`src/rtl/vga_vram_arbiter.sv`:
```
// Single-port VRAM arbiter: raster-order scanout prefetch into a small pixel FIFO,
// leftover cycles granted to CPU reads/writes. Scan wins when the FIFO runs low.
module vga_vram_arbiter #(
  parameter int VRAM_ADDR_WIDTH = 19,
  parameter int FRAME_PIXELS    = 307200,
  parameter int FIFO_DEPTH      = 16,
  parameter int LOW_WATERMARK   = 8
) (
  input  logic                       clock,
  input  logic                       reset,
  input  logic                       frame_start,
  input  logic                       video_active,
  output logic [7:0]                 pixel_data,
  output logic                       pixel_underflow,
  input  logic                       cpu_request,
  input  logic                       cpu_write_enable,
  input  logic [VRAM_ADDR_WIDTH-1:0] cpu_address,
  input  logic [7:0]                 cpu_write_data,
  output logic [7:0]                 cpu_read_data,
  output logic                       cpu_ready,
  output logic [VRAM_ADDR_WIDTH-1:0] vram_address,
  output logic                       vram_write_enable,
  output logic [7:0]                 vram_write_data,
  input  logic [7:0]                 vram_read_data
);
  localparam int AW = VRAM_ADDR_WIDTH;
  localparam int PW = $clog2(FIFO_DEPTH);
  localparam int LW = PW + 1;
  localparam int OW = LW + 1;
  localparam logic [OW-1:0] DEPTH_C = OW'(FIFO_DEPTH);
  localparam logic [OW-1:0] WM_C    = OW'(LOW_WATERMARK);
  localparam logic [AW-1:0] LAST_C  = AW'(FRAME_PIXELS - 1);

  typedef enum logic [1:0] {CPU_IDLE, CPU_ISSUED, CPU_DONE} cpu_state_e;
  typedef enum logic {TAG_SCAN = 1'b0, TAG_CPU = 1'b1} tag_e;

  cpu_state_e        cpu_state_q, cpu_state_d;
  logic              cpu_wr_q, cpu_wr_d;
  logic [7:0]        cpu_read_data_q, cpu_read_data_d;
  logic              ret_vld_q, ret_vld_d;
  tag_e              ret_tag_q, ret_tag_d;
  logic [AW-1:0]     fetch_addr_q, fetch_addr_d;
  logic              fetch_done_q, fetch_done_d;
  logic [LW-1:0]     level_q, level_d;
  logic [PW-1:0]     rd_ptr_q, rd_ptr_d, wr_ptr_q, wr_ptr_d;
  logic [7:0]        mem_q [FIFO_DEPTH];
  logic [7:0]        mem_d [FIFO_DEPTH];
  logic              underflow_q, underflow_d;

  logic          inflight, scan_elig, scan_urgent, cpu_can, grant_scan, grant_cpu;
  logic          push, pop;
  logic [OW-1:0] occ;

  // Scan grants are held off during frame_start so no stale tag can outlive the flush.
  always_comb begin
    inflight    = ret_vld_q && (ret_tag_q == TAG_SCAN);
    occ         = OW'(level_q) + OW'(inflight);
    scan_elig   = !fetch_done_q && !frame_start && (occ < DEPTH_C);
    scan_urgent = scan_elig && (occ < WM_C);
    cpu_can     = !reset && (cpu_state_q == CPU_IDLE) && cpu_request;
    grant_scan  = scan_urgent || (scan_elig && !cpu_can);
    grant_cpu   = cpu_can && !scan_urgent;
  end

  always_comb begin
    vram_address      = '0;
    vram_write_enable = 1'b0;
    vram_write_data   = 8'h00;
    if (grant_cpu) begin
      vram_address      = cpu_address;
      vram_write_enable = cpu_write_enable;
      vram_write_data   = cpu_write_enable ? cpu_write_data : 8'h00;
    end else if (grant_scan) begin
      vram_address = fetch_addr_q;
    end
  end

  always_comb begin
    ret_vld_d = grant_scan || (grant_cpu && !cpu_write_enable);
    ret_tag_d = grant_cpu ? TAG_CPU : TAG_SCAN;
    fetch_addr_d = fetch_addr_q;
    fetch_done_d = fetch_done_q;
    if (frame_start) begin
      fetch_addr_d = '0;
      fetch_done_d = 1'b0;
    end else if (grant_scan) begin
      fetch_addr_d = fetch_addr_q + 1'b1;
      if (fetch_addr_q == LAST_C) fetch_done_d = 1'b1;
    end
  end

  // Pixel FIFO; frame_start wins over any same-cycle push or pop.
  always_comb begin
    push        = inflight && !frame_start;
    pop         = video_active && (level_q != '0) && !frame_start;
    mem_d       = mem_q;
    level_d     = level_q + LW'(push) - LW'(pop);
    rd_ptr_d    = rd_ptr_q + PW'(pop);
    wr_ptr_d    = wr_ptr_q + PW'(push);
    underflow_d = underflow_q || (video_active && (level_q == '0));
    if (push) mem_d[wr_ptr_q] = vram_read_data;
    if (frame_start) begin
      level_d     = '0;
      rd_ptr_d    = '0;
      wr_ptr_d    = '0;
      underflow_d = 1'b0;
    end
  end

  always_comb begin
    cpu_state_d     = cpu_state_q;
    cpu_wr_d        = cpu_wr_q;
    cpu_ready       = 1'b0;
    cpu_read_data_d = cpu_read_data_q;
    if (ret_vld_q && (ret_tag_q == TAG_CPU)) cpu_read_data_d = vram_read_data;
    case (cpu_state_q)
      CPU_IDLE: if (grant_cpu) begin
        cpu_state_d = CPU_ISSUED;
        cpu_wr_d    = cpu_write_enable;
      end
      CPU_ISSUED: begin
        cpu_ready   = cpu_wr_q;
        cpu_state_d = cpu_wr_q ? CPU_IDLE : CPU_DONE;
      end
      CPU_DONE: begin
        cpu_ready   = 1'b1;
        cpu_state_d = CPU_IDLE;
      end
      default: cpu_state_d = CPU_IDLE;
    endcase
  end

  assign pixel_data      = (level_q == '0) ? 8'h00 : mem_q[rd_ptr_q];
  assign pixel_underflow = underflow_q;
  assign cpu_read_data   = cpu_read_data_q;

  always_ff @(posedge clock or posedge reset) begin
    if (reset) begin
      cpu_state_q     <= CPU_IDLE;
      cpu_wr_q        <= 1'b0;
      cpu_read_data_q <= 8'h00;
      ret_vld_q       <= 1'b0;
      ret_tag_q       <= TAG_SCAN;
      fetch_addr_q    <= '0;
      fetch_done_q    <= 1'b1;
      level_q         <= '0;
      rd_ptr_q        <= '0;
      wr_ptr_q        <= '0;
      underflow_q     <= 1'b0;
      for (int i = 0; i < FIFO_DEPTH; i++) mem_q[i] <= 8'h00;
    end else begin
      cpu_state_q     <= cpu_state_d;
      cpu_wr_q        <= cpu_wr_d;
      cpu_read_data_q <= cpu_read_data_d;
      ret_vld_q       <= ret_vld_d;
      ret_tag_q       <= ret_tag_d;
      fetch_addr_q    <= fetch_addr_d;
      fetch_done_q    <= fetch_done_d;
      level_q         <= level_d;
      rd_ptr_q        <= rd_ptr_d;
      wr_ptr_q        <= wr_ptr_d;
      underflow_q     <= underflow_d;
      for (int i = 0; i < FIFO_DEPTH; i++) mem_q[i] <= mem_d[i];
    end
  end
endmodule

```
`config.mk`:
```
export PLATFORM = sky130hd
export DESIGN_NAME = vga_vram_arbiter
export DESIGN_NICKNAME = d
export VERILOG_FILES = /design/src/rtl/vga_vram_arbiter.sv
export SDC_FILE = /design/constraint.sdc
export NUM_CORES = 1
export LEC_CHECK = 0
export CORE_UTILIZATION = 45
export CTS_CLUSTER_SIZE = 14
export DETAILED_ROUTE_END_ITERATION = 8
export PLACE_DENSITY = 0.68
export SYNTH_ARGS = -nofsm -noshare
export SYNTH_HDL_FRONTEND = slang
export SYNTH_SLANG_ARGS = --single-unit
```
`constraint.sdc`:
```
create_clock -name clock -period 5.9 [get_ports clock]
set_input_delay 0.59 -clock clock [delete_from_list [all_inputs] [get_ports clock]]
set_output_delay 0.59 -clock clock [all_outputs]
set_load 0.005 [all_outputs]
```
Word level (Yosys, flattened, before mapping). Cells that the tools add are included.

Register bits: 175. Input port bits: 41. Output and inout bits: 46. Word-level logic and storage cells: 102.

Add/subtract/negate cells: 6. Magnitude comparators: 5. Eq/ne operators: 4. Multiplexer cells: 26. Bitwise gates (word level): 3. Reductions and logical operators: 31.

Operators by type and width (number): $bwmux W128 (1); $mux W19 (4); $mux W8 (6); $bmux W8 S4 (1); $demux W8 S4 (1); $add A19 B1 Y19 const B (1); $eq A19 B19 Y1 const B (1); $logic_and A1 B1 Y1 (15); $ge A5 B5 Y1 const B (2); $not A4 Y5 (2); $add A4 B1 Y4 (2); $mux W4 (2); $add A5 B1 Y6 (1); $logic_not A1 Y1 (6); $lt A6 B4 Y1 const B (1); $lt A6 B5 Y1 const B (1); $mux W1 (6); $add A5 B1 Y5 (1); $logic_not A5 Y1 (1); $lt A5 B1 Y1 const B (1); $mux W5 (1); $reduce_bool A5 Y1 (1); $sub A5 B1 Y5 (1); $mux W2 (2); other kinds (10) (14).

Depth between registers and ports, before layout. Gate-level depths: netlist of the first run.

Depth in word-level cells: 10. Gate-level depth with buffers: 14. Mapped depth without buffers: 14.

Worst setup path after synthesis of the first run. OpenSTA, ideal clock, no wires.

Kind: input-to-output. From: in reset. To: out vram_write_data[0]. Arrival time: 5.558 ns. Required time: 5.310 ns. Path slack: -0.248 ns. Stages on the path: 4. Buffers on the path: 0. Cell sequence: inv_1 nand3_1 nor3b_1 and2_1.

Longest elaborated chain between the ends: 5.

Ends and longest elaborated chain: start: declaration (RTL line 10) `input logic reset,`; $logic_not A1 Y1 (no line); $logic_and A1 B1 Y1 (2 in a row) (RTL line 60) `cpu_can = !reset && (cpu_state_q == CPU_IDLE) && cpu_request;`; $logic_and A1 B1 Y1 (RTL line 62) `grant_cpu = cpu_can && !scan_urgent;`; $mux W8 (RTL line 69) `if (grant_cpu) begin`; end: declaration (RTL line 23) `output logic [7:0] vram_write_data,`.

No other way between the ends.

Final worst setup path of the first run.
From: reg rd_ptr_q[1]. To: out pixel_data[4].

Longest elaborated chain between the ends: 5.

Ends and longest elaborated chain: start: declaration (RTL line 45) `logic [PW-1:0] rd_ptr_q, rd_ptr_d, wr_ptr_q, wr_ptr_d;`; start signal: assignment (RTL line 160) `rd_ptr_q <= rd_ptr_d;`; $not A4 Y5 (not written as such) (RTL line 133) `assign pixel_data = (level_q == '0) ? 8'h00 : mem_q[rd_ptr_q];`; $bmux W8 S4 (RTL line 133); $mux W8 (not written as such) (2 in a row) (RTL line 133); $mux W8 (RTL line 133); end: declaration (RTL line 13) `output logic [7:0] pixel_data,`.

No other way between the ends. The select of a mux whose other input is x is not followed.

==> impl_results.html, run 1 <==
<table>
<tr><th>Metric</th><th>Value</th></tr>
<tr><th colspan="2">Outcome</th></tr>
<tr><td>Result of the run</td><td>complete, no violations</td></tr>
<tr><th colspan="2">Die</th></tr>
<tr><td>Die area</td><td>slightly below 0.02 sq mm</td></tr>
<tr><td>Top-level port count</td><td>87</td></tr>
<tr><td>Die width</td><td>around 140 um</td></tr>
<tr><td>Placeable Area</td><td>about 0.019 sq mm</td></tr>
<tr><td>Vertical die dimension</td><td>141 um</td></tr>
<tr><td>Initial Utilization</td><td>0.461</td></tr>
<tr><td>Standard-cell row count</td><td>50</td></tr>
<tr><th colspan="2">Clock tree</th></tr>
<tr><td>CTS tree</td><td>yes</td></tr>
<tr><td>Number of buffers created by CTS</td><td>17</td></tr>
<tr><td>CTS Hold Buffers Added</td><td>0</td></tr>
<tr><td>Clock Sinks</td><td>about 180</td></tr>
<tr><td>Post-CTS sizing</td><td>0</td></tr>
<tr><td>Maximum buffer depth of the clock tree</td><td>2</td></tr>
<tr><td>Clock Root Buffer</td><td>clkbuf_16</td></tr>
<tr><td># H-tree levels</td><td>4</td></tr>
<tr><td>Clock Latency Late Sink</td><td>between 400 and 500 ps</td></tr>
<tr><td>Clock Pin Slew Worst Setup and Hold Paths</td><td>70 ps</td></tr>
<tr><td>Setup fix buffers added after clock tree synthesis</td><td>0</td></tr>
<tr><th colspan="2">Run</th></tr>
<tr><td>Max_cap viols</td><td>0</td></tr>
<tr><th colspan="2">Worst setup path</th></tr>
<tr><td>Required arrival time at the worst endpoint</td><td>about 5300 ps</td></tr>
<tr><td>Reg-to-reg endpoint</td><td>level_q[4]$_DFF_PP0_</td></tr>
<tr><td>Type of element launching the critical path</td><td>flip-flop</td></tr>
<tr><td>Startpoint of the most critical register-to-register path</td><td>level_q[3]$_DFF_PP0_</td></tr>
<tr><td>Category of the worst setup path capture point</td><td>output port</td></tr>
<tr><td>Capturing instance or port of the critical path</td><td>pixel_data[4]</td></tr>
<tr><td>Flop2flop setup slack</td><td>3100 ps</td></tr>
<tr><td>Critical Path Source</td><td>rd_ptr_q[1]$_DFF_PP0_</td></tr>
<tr><td>Critical path data arrival time</td><td>3380 ps</td></tr>
<tr><td>Worst Reg-to-Reg Cells</td><td>14</td></tr>
<tr><td>Path type of the worst setup path</td><td>flip-flop to output port</td></tr>
<tr><td>Highest fanout seen on the critical path</td><td>22</td></tr>
<tr><th colspan="2">Timing</th></tr>
<tr><td>Time the worst path needs with I/O delays and setup</td><td>around 4000 ps</td></tr>
<tr><td>Hold Vio Cnt, Final</td><td>0</td></tr>
<tr><td>Final worst path period share</td><td>0.673</td></tr>
<tr><td>Fin Setup TNS</td><td>0 ps</td></tr>
<tr><td>Worst hold margin</td><td>roughly 500 ps</td></tr>
<tr><td>Slew @ Worst Pin</td><td>between 1000 and 1500 ps</td></tr>
<tr><td>Final setup viols</td><td>0</td></tr>
<tr><td>Max Transition Viols Final</td><td>0</td></tr>
<tr><td>Layout Skew</td><td>slightly below 9 ps</td></tr>
<tr><td>Tightest slew margin relative to the limit</td><td>0.236</td></tr>
<tr><td>Achievable clock frequency</td><td>~250 MHz</td></tr>
<tr><td>Unrepaired setup endpoints after global routing</td><td>false</td></tr>
<tr><th colspan="2">Power and ir drop</th></tr>
<tr><td>Power density over cell area</td><td>341 mW/mm^2</td></tr>
<tr><td>Logic gate share of total power</td><td>0.253</td></tr>
<tr><td>Leakage power total</td><td>around 0.0047 uW</td></tr>
<tr><td>Psw</td><td>979 uW</td></tr>
<tr><td>Switching part of the total power</td><td>0.278</td></tr>
<tr><td>Sequential share of power</td><td>0.416</td></tr>
<tr><td>Worst VDD drop</td><td>0.000227 V</td></tr>
<tr><td>Power Internal</td><td>2540 uW</td></tr>
<tr><td>Share of power burned in the clock network</td><td>0.331</td></tr>
<tr><th colspan="2">Global routing</th></tr>
<tr><td>Largest net degree at the start of global routing</td><td>90</td></tr>
<tr><td>Vias in the first global route</td><td>5963</td></tr>
<tr><td>Remaining Overflow, GRT</td><td>0</td></tr>
<tr><td>Global-route usage over all layers</td><td>0.217</td></tr>
<tr><td>Number of antenna violations at the first check in global routing</td><td>0</td></tr>
<tr><td>Wire length of the first global-routing pass</td><td>~32000 um</td></tr>
<tr><th colspan="2">Synth</th></tr>
<tr><td>Cell types with the largest area share after synthesis</td><td>dfrtp_1, mux2_2, mux4_2, ha_1, nand2_1</td></tr>
<tr><td>Number of warning messages in the yosys log</td><td>0</td></tr>
<tr><td>Area share of the largest cell type after synthesis</td><td>0.503</td></tr>
<tr><td>Number of flip-flops and latches in the synthesized netlist</td><td>~180</td></tr>
<tr><td>Post-synthesis share of cell area spent on xor and xnor gates</td><td>0.00709</td></tr>
<tr><td>Count leader, synth</td><td>dfrtp_1</td></tr>
<tr><td>Fraction of registers with async set or reset after synthesis</td><td>1.00</td></tr>
<tr><td>Seq/Total Area, Yosys</td><td>0.506</td></tr>
<tr><td>Post-synth top area cell</td><td>dfrtp_1</td></tr>
<tr><td>Number of library cell types mapped by synthesis</td><td>between 40 and 50</td></tr>
<tr><td>Synth cell count leaders</td><td>dfrtp_1, mux2_2, nand2_1</td></tr>
<tr><td>Multiplexer area fraction after synthesis</td><td>0.290</td></tr>
<tr><td>Net count of the mapped netlist</td><td>723</td></tr>
<tr><td>Cell count after synthesis</td><td>~660</td></tr>
<tr><td>Most used flip-flop cell after synthesis</td><td>dfrtp_1</td></tr>
<tr><td>Dominant combinational cell family by area after synthesis</td><td>multiplexers</td></tr>
<tr><td>Post-synth design cell area</td><td>around 0.0087 sq mm</td></tr>
<tr><td>Fraction of the mapped netlist area in compound gates</td><td>0.0299</td></tr>
<tr><td>Mean post-synth cell area</td><td>about 13 sq um</td></tr>
<tr><td>Synth Area in Simple Gates</td><td>0.115</td></tr>
<tr><td>Number of enable-type register cells in the synthesized netlist</td><td>0</td></tr>
<tr><td>Post-synthesis share of cell area spent on full adders, half adders and majority gates</td><td>0.0269</td></tr>
<tr><th colspan="2">Min path</th></tr>
<tr><td>Worst min-delay path class</td><td>flip-flop to flip-flop</td></tr>
<tr><th colspan="2">Final layout</th></tr>
<tr><td>Filler Cell Count</td><td>between 1.5k and 2k</td></tr>
<tr><td>Multi-input combinational cell area</td><td>slightly above 0.004 sq mm</td></tr>
<tr><td>Area growth syn-to-layout</td><td>19.4%</td></tr>
<tr><td>Final antenna diode count</td><td>0</td></tr>
<tr><td>Layout Cells excl Fill</td><td>slightly below 1k</td></tr>
<tr><td>Combined flip-flop and latch cell area</td><td>0.00438 sq mm</td></tr>
<tr><td>NumNets Final</td><td>799</td></tr>
<tr><td>Share of final-layout standard cells stronger than drive strength 1</td><td>0.299</td></tr>
<tr><th colspan="2">Placement</th></tr>
<tr><td>Port Buffer Count</td><td>86</td></tr>
<tr><td>Number of cells in the design after placement</td><td>about 960</td></tr>
<tr><td>Final GP Congestion</td><td>between 0.8 and 0.9</td></tr>
<tr><td>Hpwl dp</td><td>about 13000 um</td></tr>
<tr><th colspan="2">Detailed routing</th></tr>
<tr><td>Initial DRT Pass Iterations</td><td>4</td></tr>
<tr><td>Detailed-route vias per instance</td><td>approximately 5.6</td></tr>
<tr><td>Remaining routing DRC violations</td><td>0</td></tr>
<tr><td>Routed len/inst</td><td>20.1 um</td></tr>
<tr><td>Residual antenna-violating net count after detailed routing</td><td>0</td></tr>
<tr><td>Aggregate routed wire length</td><td>just under 20000 um</td></tr>
<tr><td>DRC marker count from the first detailed-route iteration</td><td>between 400 and 500</td></tr>
<tr><td>Count of vias placed by the detailed router</td><td>roughly 5.6k</td></tr>
</table>
==> layer usage <==
layer | wire [um] | track usage | vias up
met2 | 10100 | 0.376 | 149
met4 | 372 | 0.0738 | 0
li1 | - | - | 2565
met1 | 8510 | 0.276 | 2820
met5 | 0 | 0 | -
met3 | 829 | 0.0391 | 34
==> cell families (layout without fill, tap and decap cells) <==
group           after synthesis  count (layout)
flops                       175             175
simple gates                183             183
compound gates               44              44
fa+ha+maj                    18              18
mux                         184             184
buf+inv                      53             141
xor+xnor                      7               7
==> through the flow <==
| stage | power (uW) | util | instance area (sq um) | setup WS [ps] |
|---|---|---|---|---|
| after detailed placement | 2380 | 0.518 | 9730 | 2040 |
| after floorplan | 2000 | - | 8660 | 971 |
| after global routing | 3700 | 0.550 | 10300 | 1780 |
| final | 3520 | 0.550 | 10300 | 1930 |
| after CTS | 3550 | 0.550 | 10300 | 1890 |
| after global placement | 2350 | 0.518 | 9730 | 2230 |
==> critical path: stages (launching register included) <==
cell and delay, ps:
dfrtp_1 1100, buf_4 400, mux4_2 340, mux4_2 480, nor2b_1 160, clkdlybuf4s50_1 450
==> cell usage in the layout, fill, tap and decap left out, types with 2 or more instances in the layout <==
| cell | n |
|---|---|
| mux2i_1 | 7 |
| o31ai_1 | 6 |
| nand4_1 | 3 |
| xnor2_1 | 4 |
| nor2b_1 | 16 |
| nand3_1 | 32 |
| dfrtp_1 | 173 |
| or4_1 | 8 |
| xor2_1 | 3 |
| a211o_1 | 2 |
| clkbuf_16 | 17 |
| inv_6 | 3 |
| mux2_2 | 135 |
| nor3_1 | 3 |
| nor2_1 | 17 |
| clkdlybuf4s50_1 | 86 |
| o21ai_0 | 12 |
| buf_4 | 8 |
| inv_1 | 15 |
| a21oi_1 | 18 |
| bufinv_16 | 3 |
| clkinvlp_4 | 2 |
| or3_1 | 7 |
| nand2b_1 | 10 |
| and3_1 | 4 |
| clkinv_4 | 2 |
| and4b_1 | 2 |
| nand4b_1 | 2 |
| ha_1 | 17 |
| mux2_1 | 2 |
| nand2_1 | 53 |
| mux4_2 | 40 |
| clkbuf_1 | 3 |
| a21o_1 | 3 |
| nor3b_1 | 3 |
| nor2_2 | 6 |
| and2_1 | 8 |
==> sequential cells by signal (all words and copies together), names as in the netlist <==
signal,flops
ret_tag_q,1
fetch_done_q,1
mem_q,128
pixel_underflow,1
cpu_state_q,2
ret_vld_q,1
cpu_wr_q,1
cpu_read_data,8
level_q,5
fetch_addr_q,19
wr_ptr_q,4
rd_ptr_q,4
==> worst min path at each step <==
stage,to,slack [ps],depth (start not counted),start
global route,mem_q[28]$_DFFE_PP0P_,520,1,mem_q[28]$_DFFE_PP0P_
CTS,mem_q[124]$_DFFE_PP0P_,500,1,mem_q[124]$_DFFE_PP0P_
floorplan,mem_q[120]$_DFFE_PP0P_,450,1,mem_q[120]$_DFFE_PP0P_
finish,mem_q[124]$_DFFE_PP0P_,490,1,mem_q[124]$_DFFE_PP0P_
global placement,mem_q[124]$_DFFE_PP0P_,460,1,mem_q[124]$_DFFE_PP0P_
detailed placement,mem_q[124]$_DFFE_PP0P_,480,1,mem_q[124]$_DFFE_PP0P_
==> cell type report <==
cell class                 instances  share of cell area
sequential                       175               0.424
multi-input combinational        436               0.394
timing repair buffer              94              0.0891
clock buffer                      21              0.0436
tap                              234              0.0283
clock inverter                    10              0.0148
inverter                          16             0.00618
==> power groups by stage <==
stage	clock (uW)	sequential (uW)	combinational (uW)
4_1_cts	1190	1460	904
2_1_floorplan	0	1440	563
6_report	1160	1460	891
5_1_grt	1230	1490	984
3_3_place_gp	0	1470	872
3_5_place_dp	0	1490	899
(Power assumes the default switching activity.)
==> run 2: changes to the inputs <==
clock period = 3.4 ns   (was 5.9 ns; I/O delays follow)
==> run 2 against run 1 <==
Effect of this change:
- power is 75% higher
- via count is 2.2% higher
- critical path depth is 3 higher
- setup slack worse by 1800 ps
- clock power is 72% higher
- critical path type unchanged
- sequential power is 71% higher
- largest power group unchanged
- non-clock buffer count is 21 higher
- worst hold slack better by 6.1 ps
- sequential share of layout area is 1.0 points lower
- die area stayed put
- wire length is 1.4% higher
- first-iteration DRC count is 21% lower
==> impl_results.html, run 2 (synthesis gave the netlist of run 1 again) <==
<table>
<tr><th>Metric</th><th>Value</th></tr>
<tr><th colspan="2">Timing</th></tr>
<tr><td>Final worst path period share</td><td>0.963</td></tr>
<tr><td>Fin Setup TNS</td><td>0 ps (unchanged)</td></tr>
<tr><td>Max Transition Viols Final</td><td>0 (unchanged)</td></tr>
<tr><td>Achievable clock frequency</td><td>about 300 MHz</td></tr>
<tr><td>Unrepaired setup endpoints after global routing</td><td>false</td></tr>
<tr><td>Time the worst path needs with I/O delays and setup</td><td>around 3300 ps</td></tr>
<tr><td>Hold Vio Cnt, Final</td><td>0 (unchanged)</td></tr>
<tr><td>Layout Skew</td><td>9.07 ps (+0.187 ps)</td></tr>
<tr><td>Slew @ Worst Pin</td><td>997 ps (-150 ps)</td></tr>
<tr><td>Final setup viols</td><td>0 (unchanged)</td></tr>
<tr><td>Tightest slew margin relative to the limit</td><td>0.336 (+0.0997)</td></tr>
<tr><th colspan="2">Die</th></tr>
<tr><td>Top-level port count</td><td>87 (unchanged)</td></tr>
<tr><td>Vertical die dimension</td><td>141 um (unchanged)</td></tr>
<tr><td>Die width</td><td>141 um (unchanged)</td></tr>
<tr><td>Standard-cell row count</td><td>50 (unchanged)</td></tr>
<tr><td>Initial Utilization</td><td>0.461 (unchanged)</td></tr>
<tr><td>Die area</td><td>0.0198 sq mm (unchanged)</td></tr>
<tr><td>Placeable Area</td><td>0.0188 sq mm (unchanged)</td></tr>
<tr><th colspan="2">Clock tree</th></tr>
<tr><td>Number of buffers created by CTS</td><td>17 (unchanged)</td></tr>
<tr><td>Clock Sinks</td><td>175 (unchanged)</td></tr>
<tr><td>Maximum buffer depth of the clock tree</td><td>2 (unchanged)</td></tr>
<tr><td># H-tree levels</td><td>4 (unchanged)</td></tr>
<tr><td>Clock Pin Slew Worst Setup and Hold Paths</td><td>70 ps (about the same)</td></tr>
<tr><td>CTS tree</td><td>yes</td></tr>
<tr><td>Clock Root Buffer</td><td>clkbuf_16</td></tr>
<tr><td>Clock Latency Late Sink</td><td>450 ps (+20 ps)</td></tr>
<tr><td>CTS Hold Buffers Added</td><td>0 (unchanged)</td></tr>
<tr><th colspan="2">Power and ir drop</th></tr>
<tr><td>Leakage power total</td><td>0.00480 uW (+2.8%)</td></tr>
<tr><td>Power density over cell area</td><td>581 mW/mm^2 (+70%)</td></tr>
<tr><td>Worst VDD drop</td><td>0.000370 V (+63%)</td></tr>
<tr><td>Power consumption</td><td>6150 uW (+75%)</td></tr>
<tr><th colspan="2">Global routing</th></tr>
<tr><td>Remaining Overflow, GRT</td><td>0 (unchanged)</td></tr>
<tr><td>Vias in the first global route</td><td>5934 (-0.49%)</td></tr>
<tr><td>Largest net degree at the start of global routing</td><td>176 (+96%)</td></tr>
<tr><td>Global-route usage over all layers</td><td>0.216 (-0.00106)</td></tr>
<tr><td>Number of antenna violations at the first check in global routing</td><td>0 (unchanged)</td></tr>
<tr><td>Wire length of the first global-routing pass</td><td>32200 um (-0.68%)</td></tr>
<tr><th colspan="2">Worst setup path</th></tr>
<tr><td>Category of the worst setup path capture point</td><td>output port</td></tr>
<tr><td>Highest fanout seen on the critical path</td><td>11 (-50%)</td></tr>
<tr><td>Required arrival time at the worst endpoint</td><td>3060 ps (-2250 ps)</td></tr>
<tr><td>Type of element launching the critical path</td><td>flip-flop</td></tr>
<tr><td>Path type of the worst setup path</td><td>flip-flop to output port</td></tr>
<tr><td>Critical path data arrival time</td><td>2940 ps (-440 ps)</td></tr>
<tr><th colspan="2">Detailed routing</th></tr>
<tr><td>Residual antenna-violating net count after detailed routing</td><td>0 (unchanged)</td></tr>
<tr><td>Count of vias placed by the detailed router</td><td>5690 (+2.2%)</td></tr>
<tr><td>Detailed-route vias per instance</td><td>5.64 (about the same)</td></tr>
<tr><td>DRC marker count from the first detailed-route iteration</td><td>344 (-21%)</td></tr>
<tr><td>Routed len/inst</td><td>20.0 um (-0.82%)</td></tr>
<tr><td>Remaining routing DRC violations</td><td>0 (unchanged)</td></tr>
<tr><td>Initial DRT Pass Iterations</td><td>4 (unchanged)</td></tr>
<tr><td>Aggregate routed wire length</td><td>20100 um (+1.4%)</td></tr>
<tr><th colspan="2">Final layout</th></tr>
<tr><td>Area growth syn-to-layout</td><td>22.4%</td></tr>
<tr><td>Most common cell after layout, fill and taps aside</td><td>dfrtp_1</td></tr>
<tr><td>Filler Cell Count</td><td>1524 (-2.9%)</td></tr>
<tr><td>NumNets Final</td><td>820 (+2.6%)</td></tr>
<tr><td>Final antenna diode count</td><td>0 (unchanged)</td></tr>
<tr><td>Share of final-layout standard cells stronger than drive strength 1</td><td>0.342 (+0.0432)</td></tr>
<tr><td>Flip-flop count of the largest register, all copies and words added</td><td>128 (unchanged)</td></tr>
<tr><td>Highest-count cells in the layout ignoring fill and taps</td><td>dfrtp_1, mux2_2, clkdlybuf4s50_1</td></tr>
<tr><td>Reg with most FFs</td><td>mem_q</td></tr>
<tr><td>Post-layout instance area</td><td>0.0106 sq mm (+2.6%)</td></tr>
<tr><td>Final core occ</td><td>0.565 (+0.0141)</td></tr>
<tr><th colspan="2">Placement</th></tr>
<tr><td>Final GP Congestion</td><td>0.809 (+0.80%)</td></tr>
<tr><td>Port Buffer Count</td><td>86 (unchanged)</td></tr>
<tr><td>Cell area reported after detailed placement</td><td>0.00995 sq mm (+2.3%)</td></tr>
<tr><td>Hpwl dp</td><td>13000 um (+3.7%)</td></tr>
<tr><th colspan="2">Run</th></tr>
<tr><td>Max_cap viols</td><td>0 (unchanged)</td></tr>
<tr><th colspan="2">Outcome</th></tr>
<tr><td>Result of the run</td><td>complete, no violations</td></tr>
<tr><th colspan="2">Min path</th></tr>
<tr><td>Worst min-delay path class</td><td>flip-flop to flip-flop</td></tr>
</table>
-- run 2: cell count changes in the layout (fill, tap and decap cells not counted), sizes merged --
cell / change
buf: +21
bufinv: -2
clkbuf: -3
clkinv: -1
inv: +7
-- run 2: worst max-delay path: stages, from the launching register on --
cell	delay (ps)
dfrtp_2	450
ha_1	240
a211o_1	300
or4_4	440
a21oi_2	210
buf_4	210
nand2_1	80
nand2_1	70
clkdlybuf4s50_1	490
-- run 2: worst paths after layout --
kind                       cells past startpoint                      endpoint                   start  slack [ps]
setup / recovery                               8              vram_address[18]    level_q[1]$_DFF_PP0_         120
hold / removal                                 1        mem_q[120]$_DFFE_PP0P_  mem_q[120]$_DFFE_PP0P_         500
setup reg to reg                               7  fetch_addr_q[15]$_DFFE_PP0P_    level_q[1]$_DFF_PP0_         670
hold reg to reg                                1        mem_q[120]$_DFFE_PP0P_  mem_q[120]$_DFFE_PP0P_         500
max in group asynchronous                      3          level_q[1]$_DFF_PP0_                   reset        2070
min in group asynchronous                      3    cpu_state_q[0]$_DFFE_PP0P_                   reset         510
-- run 2: per-stage QoR --
stage          std cells  setup slack [ps]  hold slack (ps)
6_report            1008               125              499
5_1_grt             1008              6.37              513
4_1_cts             1005              3.83              502
3_5_place_dp         973               385              486
3_3_place_gp         973               457              464
2_1_floorplan        664              -958              449
-- run 2: power by group --
part           internal [uW]  switching, uW
Sequential              2330            173
Clock                   1070            924
Combinational            935            715
Total                   4340           1810
-- run 2: routing by layer --
| layer | up-vias | GRT usage | wire [um] |
|---|---|---|---|
| li1 | 2600 | - | - |
| met1 | 2934 | 0.274 | 8890 |
| met2 | 140 | 0.375 | 10100 |
| met3 | 16 | 0.0496 | 897 |
| met4 | 0 | 0.0549 | 206 |
| met5 | - | 0 | 0 |
-- run 2: what timing repair did --
action	4_1_cts	5_1_grt
gates resized for setup	1	8
setup buffers	0	2
setup endpoints to repair	9	19
cloned	0	1
-- run 2: final cells by class --
class,instances,area (sq um),area share
clock buffer,18,439,0.0414
clock inverter,14,163,0.0154
inverter,16,63.8,0.00602
multi-input combinational,436,4130,0.390
sequential,175,4380,0.414
tap,234,293,0.0276
timing repair buffer,115,1120,0.106
==> run 3: changes to the inputs <==
CORE_UTILIZATION = 52   (was 45)
PLACE_DENSITY = 0.77   (was 0.68)
TNS_END_PERCENT = 30   (was unset)
==> run 3 against run 2 <==
Effect of this change:
- global-route usage is 3.6 points higher
- fmax down 0.16%
- flip-flop and latch count did not move
- largest cell class unchanged
- die area fell by 13%
- via count is 1.4% higher
- worst hold slack worse by 4.8 ps
- setup slack got worse by 5.4 ps
==> impl_results.html, run 3 (synthesis gave the netlist of run 1 again) <==
<table>
<tr><th>Metric</th><th>Value</th></tr>
<tr><th colspan="2">Outcome</th></tr>
<tr><td>Result of the run</td><td>complete, no violations</td></tr>
<tr><th colspan="2">Power and ir drop</th></tr>
<tr><td>Worst VDD drop</td><td>0.000396 V (+7.0%)</td></tr>
<tr><td>Leakage power total</td><td>0.00480 uW (about the same)</td></tr>
<tr><td>Power consumption</td><td>6230 uW (+1.2%)</td></tr>
<tr><td>Power density over cell area</td><td>589 mW/mm^2 (+1.4%)</td></tr>
<tr><th colspan="2">Global routing</th></tr>
<tr><td>Met3 layer usage reported by global route</td><td>0.0444 (-0.00521)</td></tr>
<tr><td>Number of antenna violations at the first check in global routing</td><td>0 (unchanged)</td></tr>
<tr><td>Met1 Resource Use GR</td><td>0.334 (+0.0603)</td></tr>
<tr><td>Met2 usage in global routing</td><td>0.411 (+0.0353)</td></tr>
<tr><td>Wire length of the first global-routing pass</td><td>31700 um (-1.8%)</td></tr>
<tr><td>Gr busiest metal</td><td>met2</td></tr>
<tr><td>Largest net degree at the start of global routing</td><td>176 (unchanged)</td></tr>
<tr><td>Vias in the first global route</td><td>5986 (+0.88%)</td></tr>
<tr><td>Global-route usage over all layers</td><td>0.252 (+0.0360)</td></tr>
<tr><td>Remaining Overflow, GRT</td><td>0 (unchanged)</td></tr>
<tr><th colspan="2">Clock tree</th></tr>
<tr><td>Setup fix buffers added after clock tree synthesis</td><td>0 (unchanged)</td></tr>
<tr><td>Clock Latency Late Sink</td><td>430 ps (-20 ps)</td></tr>
<tr><td>Number of buffers created by CTS</td><td>17 (unchanged)</td></tr>
<tr><td>CTS tree</td><td>yes</td></tr>
<tr><td>Clock Root Buffer</td><td>clkbuf_16</td></tr>
<tr><td>Clock Pin Slew Worst Setup and Hold Paths</td><td>60 ps (about the same)</td></tr>
<tr><td>Clock Sinks</td><td>175 (unchanged)</td></tr>
<tr><td># H-tree levels</td><td>4 (unchanged)</td></tr>
<tr><td>Maximum buffer depth of the clock tree</td><td>2 (unchanged)</td></tr>
<tr><th colspan="2">Timing</th></tr>
<tr><td>Max Transition Viols Final</td><td>0 (unchanged)</td></tr>
<tr><td>Slew @ Worst Pin</td><td>950 ps (-46.9 ps)</td></tr>
<tr><td>Achievable clock frequency</td><td>305 MHz (-0.16%)</td></tr>
<tr><td>Tightest slew margin relative to the limit</td><td>0.367 (+0.0313)</td></tr>
<tr><td>Layout Skew</td><td>5.23 ps (-3.84 ps)</td></tr>
<tr><td>Final worst path period share</td><td>0.965 (+0.00158)</td></tr>
<tr><td>Hold Vio Cnt, Final</td><td>0 (unchanged)</td></tr>
<tr><td>Time the worst path needs with I/O delays and setup</td><td>3280 ps (+5.38 ps)</td></tr>
<tr><td>Final setup viols</td><td>0 (unchanged)</td></tr>
<tr><td>Fin Setup TNS</td><td>0 ps (unchanged)</td></tr>
<tr><td>Unrepaired setup endpoints after global routing</td><td>true</td></tr>
<tr><th colspan="2">Worst setup path</th></tr>
<tr><td>Critical path data arrival time</td><td>2940 ps (about the same)</td></tr>
<tr><td>Cell family with most CP delay</td><td>buffers and inverters</td></tr>
<tr><td>Highest fanout seen on the critical path</td><td>14 (+3)</td></tr>
<tr><td>Path type of the worst setup path</td><td>flip-flop to output port</td></tr>
<tr><td>CP max stage cell</td><td>dfrtp_2</td></tr>
<tr><td>Type of element launching the critical path</td><td>flip-flop</td></tr>
<tr><td>Category of the worst setup path capture point</td><td>output port</td></tr>
<tr><td>Stage delay of the slowest cell on the critical path</td><td>460 ps (-30 ps)</td></tr>
<tr><td>Required arrival time at the worst endpoint</td><td>3060 ps (about the same)</td></tr>
<tr><td>WP buf/inv</td><td>2 (unchanged)</td></tr>
<tr><td>Cell Chain, Critical Path</td><td>ha_1, a211o_1, or4_1, a21o_2, buf_4, nand3_2, nand2_1, clkdlybuf4s50_1</td></tr>
<tr><th colspan="2">Placement</th></tr>
<tr><td>Final GP Congestion</td><td>0.778 (-3.8%)</td></tr>
<tr><td>Port Buffer Count</td><td>86 (unchanged)</td></tr>
<tr><td>Hpwl dp</td><td>12800 um (-2.0%)</td></tr>
<tr><th colspan="2">Die</th></tr>
<tr><td>Standard-cell row count</td><td>46 (-8.0%)</td></tr>
<tr><td>Initial Utilization</td><td>0.539 (+0.0778)</td></tr>
<tr><td>Die area</td><td>0.0172 sq mm (-13%)</td></tr>
<tr><td>Top-level port count</td><td>87 (unchanged)</td></tr>
<tr><td>Placeable Area</td><td>0.0161 sq mm (-14%)</td></tr>
<tr><td>Vertical die dimension</td><td>131 um (-6.9%)</td></tr>
<tr><td>Die width</td><td>131 um (-6.9%)</td></tr>
<tr><th colspan="2">Detailed routing</th></tr>
<tr><td>Aggregate routed wire length</td><td>19900 um (-1.1%)</td></tr>
<tr><td>Initial DRT Pass Iterations</td><td>4 (unchanged)</td></tr>
<tr><td>Count of vias placed by the detailed router</td><td>5770 (+1.4%)</td></tr>
<tr><td>Routed len/inst</td><td>20.1 um (+0.87%)</td></tr>
<tr><td>DRC marker count from the first detailed-route iteration</td><td>387 (+13%)</td></tr>
<tr><td>Detailed-route vias per instance</td><td>5.84 (+3.5%)</td></tr>
<tr><td>Residual antenna-violating net count after detailed routing</td><td>0 (unchanged)</td></tr>
<tr><td>Remaining routing DRC violations</td><td>0 (unchanged)</td></tr>
<tr><th colspan="2">Final layout</th></tr>
<tr><td>Flip-flop count of the largest register, all copies and words added</td><td>128 (unchanged)</td></tr>
<tr><td>Final core occ</td><td>0.658 (+0.0938)</td></tr>
<tr><td>NumNets Final</td><td>818 (-0.24%)</td></tr>
<tr><td>Reg with most FFs</td><td>mem_q</td></tr>
<tr><td>Final antenna diode count</td><td>0 (unchanged)</td></tr>
<tr><td>Share of final-layout standard cells stronger than drive strength 1</td><td>0.334 (-0.00818)</td></tr>
<tr><td>Most common cell after layout, fill and taps aside</td><td>dfrtp_1</td></tr>
<tr><td>Area growth syn-to-layout</td><td>22.2%</td></tr>
<tr><td>Highest-count cells in the layout ignoring fill and taps</td><td>dfrtp_1, mux2_2, clkdlybuf4s50_1</td></tr>
<tr><th colspan="2">Run</th></tr>
<tr><td>Max_cap viols</td><td>0 (unchanged)</td></tr>
<tr><th colspan="2">Min path</th></tr>
<tr><td>Worst min-delay path class</td><td>flip-flop to flip-flop</td></tr>
</table>
run 3: cell count changes in the layout (fill, tap and decap cells not counted), sizes merged:
cell,before,now
inv,26,15
bufinv,1,4
clkinv,1,4
clkbuf,18,23
buf,29,27
run 3: final timing paths:
check | from | end | slack (ps) | cells past startpoint
max | level_q[1]$_DFF_PP0_ | vram_address[14] | 120 | 8
min | mem_q[124]$_DFFE_PP0P_ | mem_q[124]$_DFFE_PP0P_ | 490 | 1
max reg2reg | level_q[1]$_DFF_PP0_ | fetch_addr_q[18]$_DFFE_PP0P_ | 630 | 7
min reg2reg | mem_q[124]$_DFFE_PP0P_ | mem_q[124]$_DFFE_PP0P_ | 490 | 1
max in group asynchronous | reset | level_q[1]$_DFF_PP0_ | 2050 | 3
min in group asynchronous | reset | ret_vld_q$_DFF_PP0_ | 560 | 3
run 3: final cells by class:
class,count,area [sq um]
clock buffers,23,488
clock inverters,9,155
fillers,1169,5490
inverters,16,63.8
multi-input cells,436,4120
flip-flops and latches,175,4380
well taps,216,270
repair buffers,113,1090
run 3: where the power goes:
part	switching, uW	internal (uW)
clock network	795	1310
logic	694	913
registers	181	2330
run 3: metrics by stage:
step | instance area (sq um) | worst slack (ps) | cells | hold WS (ps)
2_1_floorplan | 8740 | -958 | 664 | 448
3_3_place_gp | 9920 | 499 | 956 | 463
3_5_place_dp | 9920 | 401 | 956 | 485
4_1_cts | 10600 | 20.4 | 988 | 498
5_1_grt | 10600 | -22.3 | 988 | 508
6_report | 10600 | 119 | 988 | 494
run 3: worst register-to-register path: stages, from the launching register on:
cell     delay [ps]
dfrtp_2         460
ha_1            240
a211o_1         290
or4_1           420
a21o_2          320
buf_4           240
or4_1           550
mux2i_1         130
run 3: layer usage:
metal	vias to the layer above	part of all wire
met2	188	0.48
met5	-	0
met4	0	0.030
met3	45	0.052
met1	2936	0.44
li1	2601	-
run 3: repair_timing:
action                                  in CTS  in global routing
endpoints found under the setup margin       0                 18
hold buffers                                 0                  0
resized for setup                            0                  3
